==> src/rtl/vxe_mem_hub_mas_ds_pkg.sv <==
// vxe_mem_hub_mas_ds_pkg: shared hub encodings for the master-port downstream path
package vxe_mem_hub_mas_ds_pkg;
   localparam int TXNID_W   = 6;
   localparam int ERR_W     = 2;
   localparam int RNW_W     = 1;
   localparam int RNW_BIT   = 0;
   localparam int ERR_LSB   = RNW_BIT + RNW_W;
   localparam int TXNID_LSB = ERR_LSB + ERR_W;
   localparam int CID_LSB   = TXNID_LSB + 4;
   localparam int RSS_W     = TXNID_W + ERR_W + RNW_W;
   localparam int DATA_W    = 64;
   localparam int RS_W      = RSS_W + DATA_W;
   typedef enum logic [1:0] {CID_CU = 2'b00, CID_VPU0 = 2'b01, CID_VPU1 = 2'b10, CID_RSVD = 2'b11} cid_e;
   typedef enum logic [1:0] {RX_IDLE = 2'b00, RX_RSS = 2'b01, RX_DATA = 2'b10, RX_STLL = 2'b11} rx_state_e;
   typedef enum logic {TX_IDLE = 1'b0, TX_SEND = 1'b1} tx_state_e;
endpackage

==> src/rtl/vxe_mem_hub_mas_ds_tx.sv <==
// vxe_mem_hub_mas_ds_tx: one client's 4-entry response FIFO and its registered write stage
module vxe_mem_hub_mas_ds_tx
   import vxe_mem_hub_mas_ds_pkg::*;
(
   input  logic            clk,
   input  logic            nrst,
   input  logic            push,
   input  logic [RS_W-1:0] push_data,
   input  logic            rdy,
   output logic            full,
   output logic            pre_full,
   output logic [RS_W-1:0] rs,
   output logic            wr
);
   logic [RS_W-1:0] mem [4];
   logic [2:0] wp, rp, cnt;
   logic empty, pop;
   tx_state_e state, state_n;
   assign cnt = wp - rp;
   assign empty = wp == rp;
   assign full = wp[1:0] == rp[1:0] && wp[2] != rp[2];
   assign pre_full = cnt == 3'd3;
   // FIFO storage, no reset needed since pointers gate every read
   always_ff @(posedge clk)
      if (push) mem[wp[1:0]] <= push_data;
   // state, pointers and output word
   always_ff @(posedge clk or negedge nrst)
      if (!nrst) begin
         state <= TX_IDLE;
         wp <= '0;
         rp <= '0;
         rs <= '0;
      end else begin
         state <= state_n;
         if (push) wp <= wp + 3'd1;
         if (pop) begin
            rs <= mem[rp[1:0]];
            rp <= rp + 3'd1;
         end
      end
   // next state: any queued word keeps or moves us into SEND; a drained, accepted SEND goes idle
   always_comb
      state_n = !empty ? TX_SEND : (state == TX_SEND && rdy) ? TX_IDLE : state;
   // outputs: pop whenever the output stage is free or being accepted
   always_comb begin
      pop = !empty && (state == TX_IDLE || rdy);
      wr = state == TX_SEND;
   end
endmodule

==> src/rtl/vxe_mem_hub_mas_ds.sv <==
// vxe_mem_hub_mas_ds: routes master-port responses to CU/VPU0/VPU1 by txnid[5:4]
// Option macro VXE_MEM_HUB_DS_ROUTE_CHECK_EN: drop client ID 2'b11 and pulse o_err_route
module vxe_mem_hub_mas_ds
   import vxe_mem_hub_mas_ds_pkg::*;
(
   input  logic              clk,
   input  logic              nrst,
   input  logic              i_m_rss_vld,
   input  logic [RSS_W-1:0]  i_m_rss,
   output logic              o_m_rss_rd,
   input  logic              i_m_rsd_vld,
   input  logic [DATA_W-1:0] i_m_rsd,
   output logic              o_m_rsd_rd,
   input  logic              i_cu_rs_rdy,
   input  logic              i_vpu0_rs_rdy,
   input  logic              i_vpu1_rs_rdy,
   output logic [RS_W-1:0]   o_cu_rs,
   output logic [RS_W-1:0]   o_vpu0_rs,
   output logic [RS_W-1:0]   o_vpu1_rs,
   output logic              o_cu_rs_wr,
   output logic              o_vpu0_rs_wr,
   output logic              o_vpu1_rs_wr,
   output logic              o_err_route
);
   rx_state_e state, state_n;
   logic [RSS_W-1:0] hold;
   logic [RS_W-1:0] push_word;
   logic [1:0] push_cid, cid;
   logic [2:0] push, full, pre_full;
   logic rss_acc, rsd_acc, in_data, push_any, stall, rss_rd_n, rsd_rd_n;
   assign rss_acc = i_m_rss_vld && o_m_rss_rd;
   assign rsd_acc = i_m_rsd_vld && o_m_rsd_rd;
   assign stall = |{full, pre_full};
   assign in_data = state == RX_DATA;
   assign push_word = in_data ? {hold, i_m_rsd} : {i_m_rss, {DATA_W{1'b0}}};
   assign push_cid = in_data ? hold[CID_LSB +: 2] : i_m_rss[CID_LSB +: 2];
   assign push_any = in_data ? rsd_acc : state == RX_RSS && rss_acc && !i_m_rss[RNW_BIT];
   assign push[0] = push_any && cid == CID_CU;
   assign push[1] = push_any && cid == CID_VPU0;
   assign push[2] = push_any && cid == CID_VPU1;
`ifdef VXE_MEM_HUB_DS_ROUTE_CHECK_EN
   assign cid = push_cid;
   // flag the edge on which a reserved-ID response is consumed without a push
   always_ff @(posedge clk or negedge nrst)
      if (!nrst) o_err_route <= 1'b0;
      else o_err_route <= push_any && push_cid == CID_RSVD;
`else
   assign cid = push_cid[1] ? CID_VPU1 : push_cid;
   assign o_err_route = 1'b0;
`endif
   // Rx state, registered read enables and read-status hold
   always_ff @(posedge clk or negedge nrst)
      if (!nrst) begin
         state <= RX_IDLE;
         o_m_rss_rd <= 1'b0;
         o_m_rsd_rd <= 1'b0;
         hold <= '0;
      end else begin
         state <= state_n;
         o_m_rss_rd <= rss_rd_n;
         o_m_rsd_rd <= rsd_rd_n;
         if (state == RX_RSS && rss_acc && i_m_rss[RNW_BIT]) hold <= i_m_rss;
      end
   // next state: a read status beats the stall check; stall is rechecked after every data word
   always_comb begin
      state_n = state;
      case (state)
         RX_IDLE: state_n = RX_RSS;
         RX_RSS:  state_n = (rss_acc && i_m_rss[RNW_BIT]) ? RX_DATA : stall ? RX_STLL : RX_RSS;
         RX_DATA: state_n = !rsd_acc ? RX_DATA : stall ? RX_STLL : RX_RSS;
         RX_STLL: state_n = stall ? RX_STLL : RX_RSS;
         default: state_n = RX_IDLE;
      endcase
   end
   // outputs: each read enable is high exactly while its state is current
   always_comb begin
      rss_rd_n = state_n == RX_RSS;
      rsd_rd_n = state_n == RX_DATA;
   end
   vxe_mem_hub_mas_ds_tx u_cu (
      .clk(clk), .nrst(nrst), .push(push[0]), .push_data(push_word), .rdy(i_cu_rs_rdy),
      .full(full[0]), .pre_full(pre_full[0]), .rs(o_cu_rs), .wr(o_cu_rs_wr));
   vxe_mem_hub_mas_ds_tx u_vpu0 (
      .clk(clk), .nrst(nrst), .push(push[1]), .push_data(push_word), .rdy(i_vpu0_rs_rdy),
      .full(full[1]), .pre_full(pre_full[1]), .rs(o_vpu0_rs), .wr(o_vpu0_rs_wr));
   vxe_mem_hub_mas_ds_tx u_vpu1 (
      .clk(clk), .nrst(nrst), .push(push[2]), .push_data(push_word), .rdy(i_vpu1_rs_rdy),
      .full(full[2]), .pre_full(pre_full[2]), .rs(o_vpu1_rs), .wr(o_vpu1_rs_wr));
endmodule

==> config.mk <==
export PLATFORM = sky130hd
export DESIGN_NAME = vxe_mem_hub_mas_ds
export DESIGN_NICKNAME = d
export VERILOG_FILES = /design/src/rtl/vxe_mem_hub_mas_ds_pkg.sv /design/src/rtl/vxe_mem_hub_mas_ds_tx.sv /design/src/rtl/vxe_mem_hub_mas_ds.sv
export SDC_FILE = /design/constraint.sdc
export NUM_CORES = 1
export LEC_CHECK = 0
export ABC_AREA = 1
export BUFFER_PORTS_ARGS = -buffer_cell sky130_fd_sc_hd__buf_2
export CELL_PAD_IN_SITES_DETAIL_PLACEMENT = 2
export CELL_PAD_IN_SITES_GLOBAL_PLACEMENT = 2
export CORE_MARGIN = 3
export CORE_UTILIZATION = 42
export CTS_CLUSTER_DIAMETER = 40
export DETAILED_ROUTE_END_ITERATION = 16
export PLACE_DENSITY_LB_ADDON = 0.1
export RECOVER_POWER = 50
export SLEW_MARGIN = 20
export SYNTH_ARGS = -nofsm -noshare
export SYNTH_HDL_FRONTEND = slang
export SYNTH_SLANG_ARGS = --single-unit
export TNS_END_PERCENT = 5
==> constraint.sdc <==
create_clock -name clk -period 5.6 [get_ports clk]
set_input_delay 1.12 -clock clk [delete_from_list [all_inputs] [get_ports clk]]
set_output_delay 1.12 -clock clk [all_outputs]
set_load 0.02 [all_outputs]
==> out/metrics.cfg, run 1 <==
[timing]
hold_violations = 0
fin_crit_ns = 4.30
fmax_mhz = 233
hold_ws_ns = 0.463
tightest_slew_ns = 2.78
setup_viol = 0
tns_ns = 0
fin_crit_sh = 0.767
rsz0062_at_grt = false
maxSlewViolCount = 150
relSlewSlack = -0.855
skew_ns = 0.0312

[clock_tree]
cts_setup_buffers = 0
cts_repair_resize_count = 0
ctsHoldBuffers = 0
cts-root-buf = clkbuf_16
h-tree-depth = 4
numCtsBuffers = 160
clk_pin_slew_worst_paths_ns = 0.06
clock_latency_ns = 0.74
clockBufferDepth = 3
cts_tree = done
clock-sinks = 1129

[yosys]
synth_edf_count = 876
synth_cells = 3445
synth.distinct_cells = 31
synth_top_cells_by_area = edfxtp_1 (61%), dfrtp_1 (15%), nor2_1 (10%), o21ai_0 (5.1%), a31oi_1 (3.2%)
synth.top_cell.area_share = 0.612
synth_area_leader_cell = edfxtp_1
yosysSeqAreaShare = 0.759
synth_nets = 3549
synth_flop_cell = edfxtp_1
ys_seq_elements = 1129
synth_warnings = 0
syn_area_per_cell_um2 = 12.5
synth_area_um2 = 43000
async_flop_share = 0.224

[global_routing]
grt_antenna_before_repair = 6
grt_pass1_wl_um = 211000
grt-ovfl-total = 0
first_global_vias = 33092
busiest_layer = met2
grt_max_degree = 151
use_met3 = 0.0406
gr-usage-met2 = 0.472
use_met1 = 0.322
track_usage = 0.264

[power]
p_leak_nw = 18.3
ir_drop_mv = 0.505
power_density_nw_per_um2 = 621

[floorplan]
dieArea_um2 = 106000
fp.dieW_um = 326
rows = 116
initial_core_util = 0.427
die_h_um = 326
design.core.area_um2 = 101000
pin_count = 305

[setup_path]
crit_path_end_kind = flop
timing.rr.start = u_vpu0.rp[0]
cp-start-kind = flop
critPathMaxFanout = 99
arrival_ns = 4.84
required_ns = 6.14
r2r_slack_ns = 1.30
path_class = flop to flop
r2r_cells = 4
r2r-end = u_vpu0.rs[54]

[detailed_routing]
ant_nets = 0
drt_first_pass_iters = 5
wire_per_inst_um = 26.8
drt-initial-drc-count = 2103
wl_um = 141000
vias_per_cell = 5.52
drc = 0
vias = 28910

[placement]
hpwlAfterDp_um = 81800
gp_congestion = 0.783
io_buffers = 303

[status]
violations = max-capacitance violations, max-slew violations
status = complete, but fails checks

[worst_hold_path]
hold_depth = 2
worstHoldStart = hold[0]
holdPathEnd = hold[0]
min_path_type = flop to flop

[run]
cap_violations = 3

[final_layout]
syn_to_final_growth_pct = 18.5
drive_above_1_share = 0.107
nets = 3854
fillers = 9938
diodes = 0

## report_power, final
part,internal (mW),switching [mW]
Clock,6.32,3.94
Combinational,2.29,6.88
Sequential,10.7,1.46
Total,19.3,12.3
## worst max-delay path: stages, from the launching register on
cell and delay (ns):
dfrtp_1 1.99, inv_4 1.00, buf_4 0.60, o21ai_0 0.30, a31oi_1 0.16
## through the flow
| stage | worst slack, ns | utilization | power (mW) | cell area (um2) | cells |
|---|---|---|---|---|---|
| floorplan | 0.362 | - | 17.5 | 43000 | 3445 |
| global placement | 1.94 | 0.455 | 20.9 | 45800 | 4945 |
| detailed placement | 1.75 | 0.455 | 21.6 | 45800 | 4945 |
| CTS | 1.75 | 0.509 | 32.2 | 51300 | 5240 |
| global route | 0.880 | 0.506 | 33.3 | 50900 | 5240 |
| finish | 1.30 | 0.506 | 31.6 | 50900 | 5240 |
## sequential cells by signal, indices dropped and copies added (netlist names), 9 cells and up
| name | count |
|---|---|
| u_cu.rs | 73 |
| u_vpu1.rs | 73 |
| hold | 9 |
| u_vpu0.rs | 73 |
| u_vpu1.mem | 292 |
| u_cu.mem | 292 |
| u_vpu0.mem | 292 |
## how the worst max path moves through the flow
stage,endpoint,startpoint
2_1_floorplan,u_vpu0.mem[0][0],i_m_rss_vld
3_3_place_gp,u_vpu0.mem[3][44],i_m_rss_vld
3_5_place_dp,u_vpu1.rs[49],u_vpu1.rp[1]
4_1_cts,u_vpu1.rs[17],u_vpu1.rp[1]
5_1_grt,u_vpu0.rs[52],u_vpu0.rp[0]
6_report,u_vpu0.rs[54],u_vpu0.rp[0]
## layout make-up
type	instances	area (um2)	area share
flip-flops and latches	1129	32700	0.641
multi-input cells	1989	9040	0.177
clock buffers	191	4300	0.0844
well taps	1357	1700	0.0333
repair buffers	345	1640	0.0322
clock inverters	104	1140	0.0223
inverters	125	485	0.00953
## cell usage after synthesis (4+ instances only)
cell / n
buf_2: 89
nor2_1: 1190
a21oi_1: 9
ha_1: 21
edfxtp_1: 876
nand3_1: 8
inv_1: 117
buf_1: 32
clkbuf_1: 70
nand2_2: 4
inv_2: 8
o21ai_1: 21
a31oi_1: 219
dfrtp_1: 253
o21ai_0: 435
xor2_1: 9
buf_4: 10
nand2_1: 56
## metal layers
| layer | vias to the layer above | wire [um] | share of wire |
|---|---|---|---|
| li1 | 12636 | - | - |
| met1 | 15287 | 56600 | 0.40 |
| met2 | 752 | 73500 | 0.52 |
| met3 | 235 | 6060 | 0.043 |
| met4 | 0 | 4400 | 0.031 |
| met5 | - | 0 | 0 |
## placed cells by master (no fill, tap or decap), types with 29 or more instances in the layout
master     Yosys  routed
dfrtp_1      253     249
edfxtp_1     876     876
clkbuf_16      0     166
buf_4         10      29
nor2_1      1190    1181
o21ai_0      435     437
inv_1        117     115
buf_2         89      78
a31oi_1      219     219
clkbuf_1      70     247
nand2_1       56      58
## logic make-up after synthesis
kind of cell,count (synthesis),share of synthesized area
xor gates and xnor gates,10,0.00204
and+or+nand+nor,1265,0.112
AOI/OAI and AO/OA,689,0.0871
buffers and inverters,327,0.0322
DFF,1129,0.759
adders and majority gates,24,0.00751
other,1,0.0000873
No activity file was read; power rests on OpenSTA's default activity.
==> run 2: changes to the inputs <==
Settings changed: CORE_UTILIZATION 42 to 37.
Clock period 5.6 ns to 3.95 ns, I/O delays scaled along.
==> run 2 against run 1 <==
  * The run still ends with max-capacitance violations, max-slew violations left
  * Via count shrank 0.46%
  * Combinational power grew 47%
  * Register-to-register slack got worse by 0.54 ns
  * Critical path depth rose by 2
  * Cell area rose by 1.8%
  * Global-route usage is 2.9 points lower
  * Hold slack worse by 0.20 ns
  * Sequential share of layout area down 1.1 points
  * Critical path type unchanged
  * Critical endpoint is now u_vpu0.mem[1][66]
  * Largest cell class unchanged
  * Largest power group unchanged
==> out/metrics.cfg, run 2 (same netlist as run 1, synthesis figures left out) <==
[status]
status = complete, but fails checks
violations = max-capacitance violations, max-slew violations

[final_layout]
final_cell_mix = nor2_1 (1180), edfxtp_1 (876), o21ai_0 (437)
final_common_cell = nor2_1
multi_input_area_um2 = 9020  ; -0.15%
nets = 3898  ; +1.1%
fillers = 11488  ; +16%
design_area_um2 = 51800  ; +1.8%
diodes = 0  ; unchanged
ff_latch_area_um2 = 32700  ; about the same
drive_above_1_share = 0.116  ; +0.00934
syn_to_final_growth_pct = 20.6

[placement]
place_area_um2 = 46400  ; +1.2%
io_buffers = 303  ; unchanged
gp_congestion = 0.748  ; -4.5%
hpwlAfterDp_um = 82900  ; +1.4%

[clock_tree]
cts_setup_buffers = 0  ; unchanged
clock-sinks = 1129  ; unchanged
clk_pin_slew_worst_paths_ns = 0.05  ; about the same
ctsHoldBuffers = 0  ; unchanged
cts_repair_resize_count = 0  ; unchanged
cts_tree = done
clock_latency_ns = 0.76  ; +0.02 ns
cts-root-buf = clkbuf_16
h-tree-depth = 4  ; unchanged
clockBufferDepth = 3  ; unchanged
numCtsBuffers = 169  ; +5.6%

[worst_hold_path]
holdPathEnd = u_vpu0.wr
hold_depth = 2  ; unchanged
min_path_type = input pin to flop
worstHoldStart = i_vpu0_rs_rdy

[run]
cap_violations = 2  ; -1

[detailed_routing]
wire_per_inst_um = 26.0  ; -3.2%
wl_um = 142000  ; +0.70%
drt_first_pass_iters = 4  ; -1
vias_per_cell = 5.28  ; -4.3%
drt-initial-drc-count = 1808  ; -14%
ant_nets = 0  ; unchanged
vias = 28777  ; -0.46%
drc = 0  ; unchanged

[power]
power_density_nw_per_um2 = 880  ; +42%
ir_drop_mv = 0.631  ; +25%
p_leak_nw = 18.6  ; +1.9%

[timing]
skew_ns = 0.0213  ; -0.00987 ns
fin_crit_sh = 0.806  ; +0.0391
rsz0062_at_grt = false
relSlewSlack = -0.776  ; +0.0792
hold_violations = 0  ; unchanged
hold_ws_ns = 0.262  ; -0.201 ns
setup_viol = 0  ; unchanged
maxSlewViolCount = 82  ; -45%
fin_crit_ns = 3.18  ; -1.11 ns
fmax_mhz = 314  ; +35%
tightest_slew_ns = 2.66  ; -0.119 ns

[setup_path]
arrival_ns = 3.55  ; -1.29 ns
r2r_slack_ns = 0.77  ; -0.54 ns
cp-start-kind = flop
r2r-end = u_vpu0.mem[1][66]
required_ns = 4.32  ; -1.82 ns
critPathMaxFanout = 35  ; -65%
r2r_cells = 6  ; +2
timing.rr.start = state[0]
crit_path_end_kind = flop
path_class = flop to flop

[floorplan]
die_h_um = 347  ; +6.4%
initial_core_util = 0.374  ; -0.0523
dieArea_um2 = 120000  ; +13%
design.core.area_um2 = 115000  ; +14%
rows = 124  ; +6.9%
fp.dieW_um = 347  ; +6.4%
pin_count = 305  ; unchanged

[global_routing]
busiest_layer = met2
use_met1 = 0.290  ; -0.0323
gr-usage-met2 = 0.415  ; -0.0566
grt_max_degree = 105  ; -30%
grt_pass1_wl_um = 211000  ; +0.30%
grt-ovfl-total = 0  ; unchanged
grt_antenna_before_repair = 5  ; -1
first_global_vias = 32977  ; -0.35%
track_usage = 0.235  ; -0.0286
use_met3 = 0.0372  ; -0.00349

==> run 2: cell count changes in the layout (fill, tap and decap cells not counted), moves of 4 or more <==
cell	delta
bufinv_16	+4
clkbuf_16	+5
clkbuf_1	+17
buf_12	+10
inv_8	-4
buf_4	+10
clkinv_2	+10
==> run 2: critical path, stage by stage (launching register included) <==
cell and delay, ns:
dfrtp_1 0.37, inv_1 0.12, nand2_1 0.16, o21ai_0 0.58, nand3_1 0.66, nor2_4 0.31, buf_4 0.56
==> run 2: report_power, final <==
group          total [mW]  switching, mW  internal, mW
Combinational        13.5           10.1          3.37
Clock                15.3           5.73          9.54
Sequential           16.9           1.67          15.2
Total                45.6           17.5          28.1
==> run 2: per-layer routing <==
metal / vias to the layer above / wire (um)
met5: - / 10
met4: 2 / 4840
met3: 241 / 4990
met2: 609 / 72400
met1: 15164 / 59300
li1: 12761 / -
==> run 2: cell type report <==
cell class,count,area share
inverters,125,0.00948
clock inverters,116,0.0263
clock buffers,202,0.0859
well taps,1512,0.0365
repair buffers,380,0.0378
multi-input cells,1989,0.174
flip-flops and latches,1129,0.630
==> run 2: worst max-delay path by stage <==
stage	slack [ns]	end	from	cells past startpoint
final	0.77	u_vpu0.mem[1][66]	state[0]	6
after global routing	0.49	u_vpu0.mem[1][66]	state[0]	6
after CTS	0.94	u_cu.rs[72]	u_cu.rp[1]	10
after detailed placement	0.80	u_vpu0.mem[1][71]	i_m_rss_vld	8
after global placement	0.81	u_vpu0.mem[1][71]	i_m_rss_vld	8
after floorplan	-0.96	u_vpu0.mem[0][0]	i_m_rss_vld	6
==> run 2: metrics by stage <==
step / total power [mW] / utilization / instances / TNS (ns) / setup slack, ns
floorplan: 24.8 / - / 3445 / -749.88 / -0.958
global route: 48.3 / 0.452 / 5453 / 0 / 0.491
finish: 45.6 / 0.452 / 5453 / 0 / 0.766
CTS: 46.7 / 0.455 / 5452 / 0 / 0.941
global placement: 30.3 / 0.404 / 5134 / 0 / 0.810
detailed placement: 31.0 / 0.404 / 5134 / 0 / 0.797
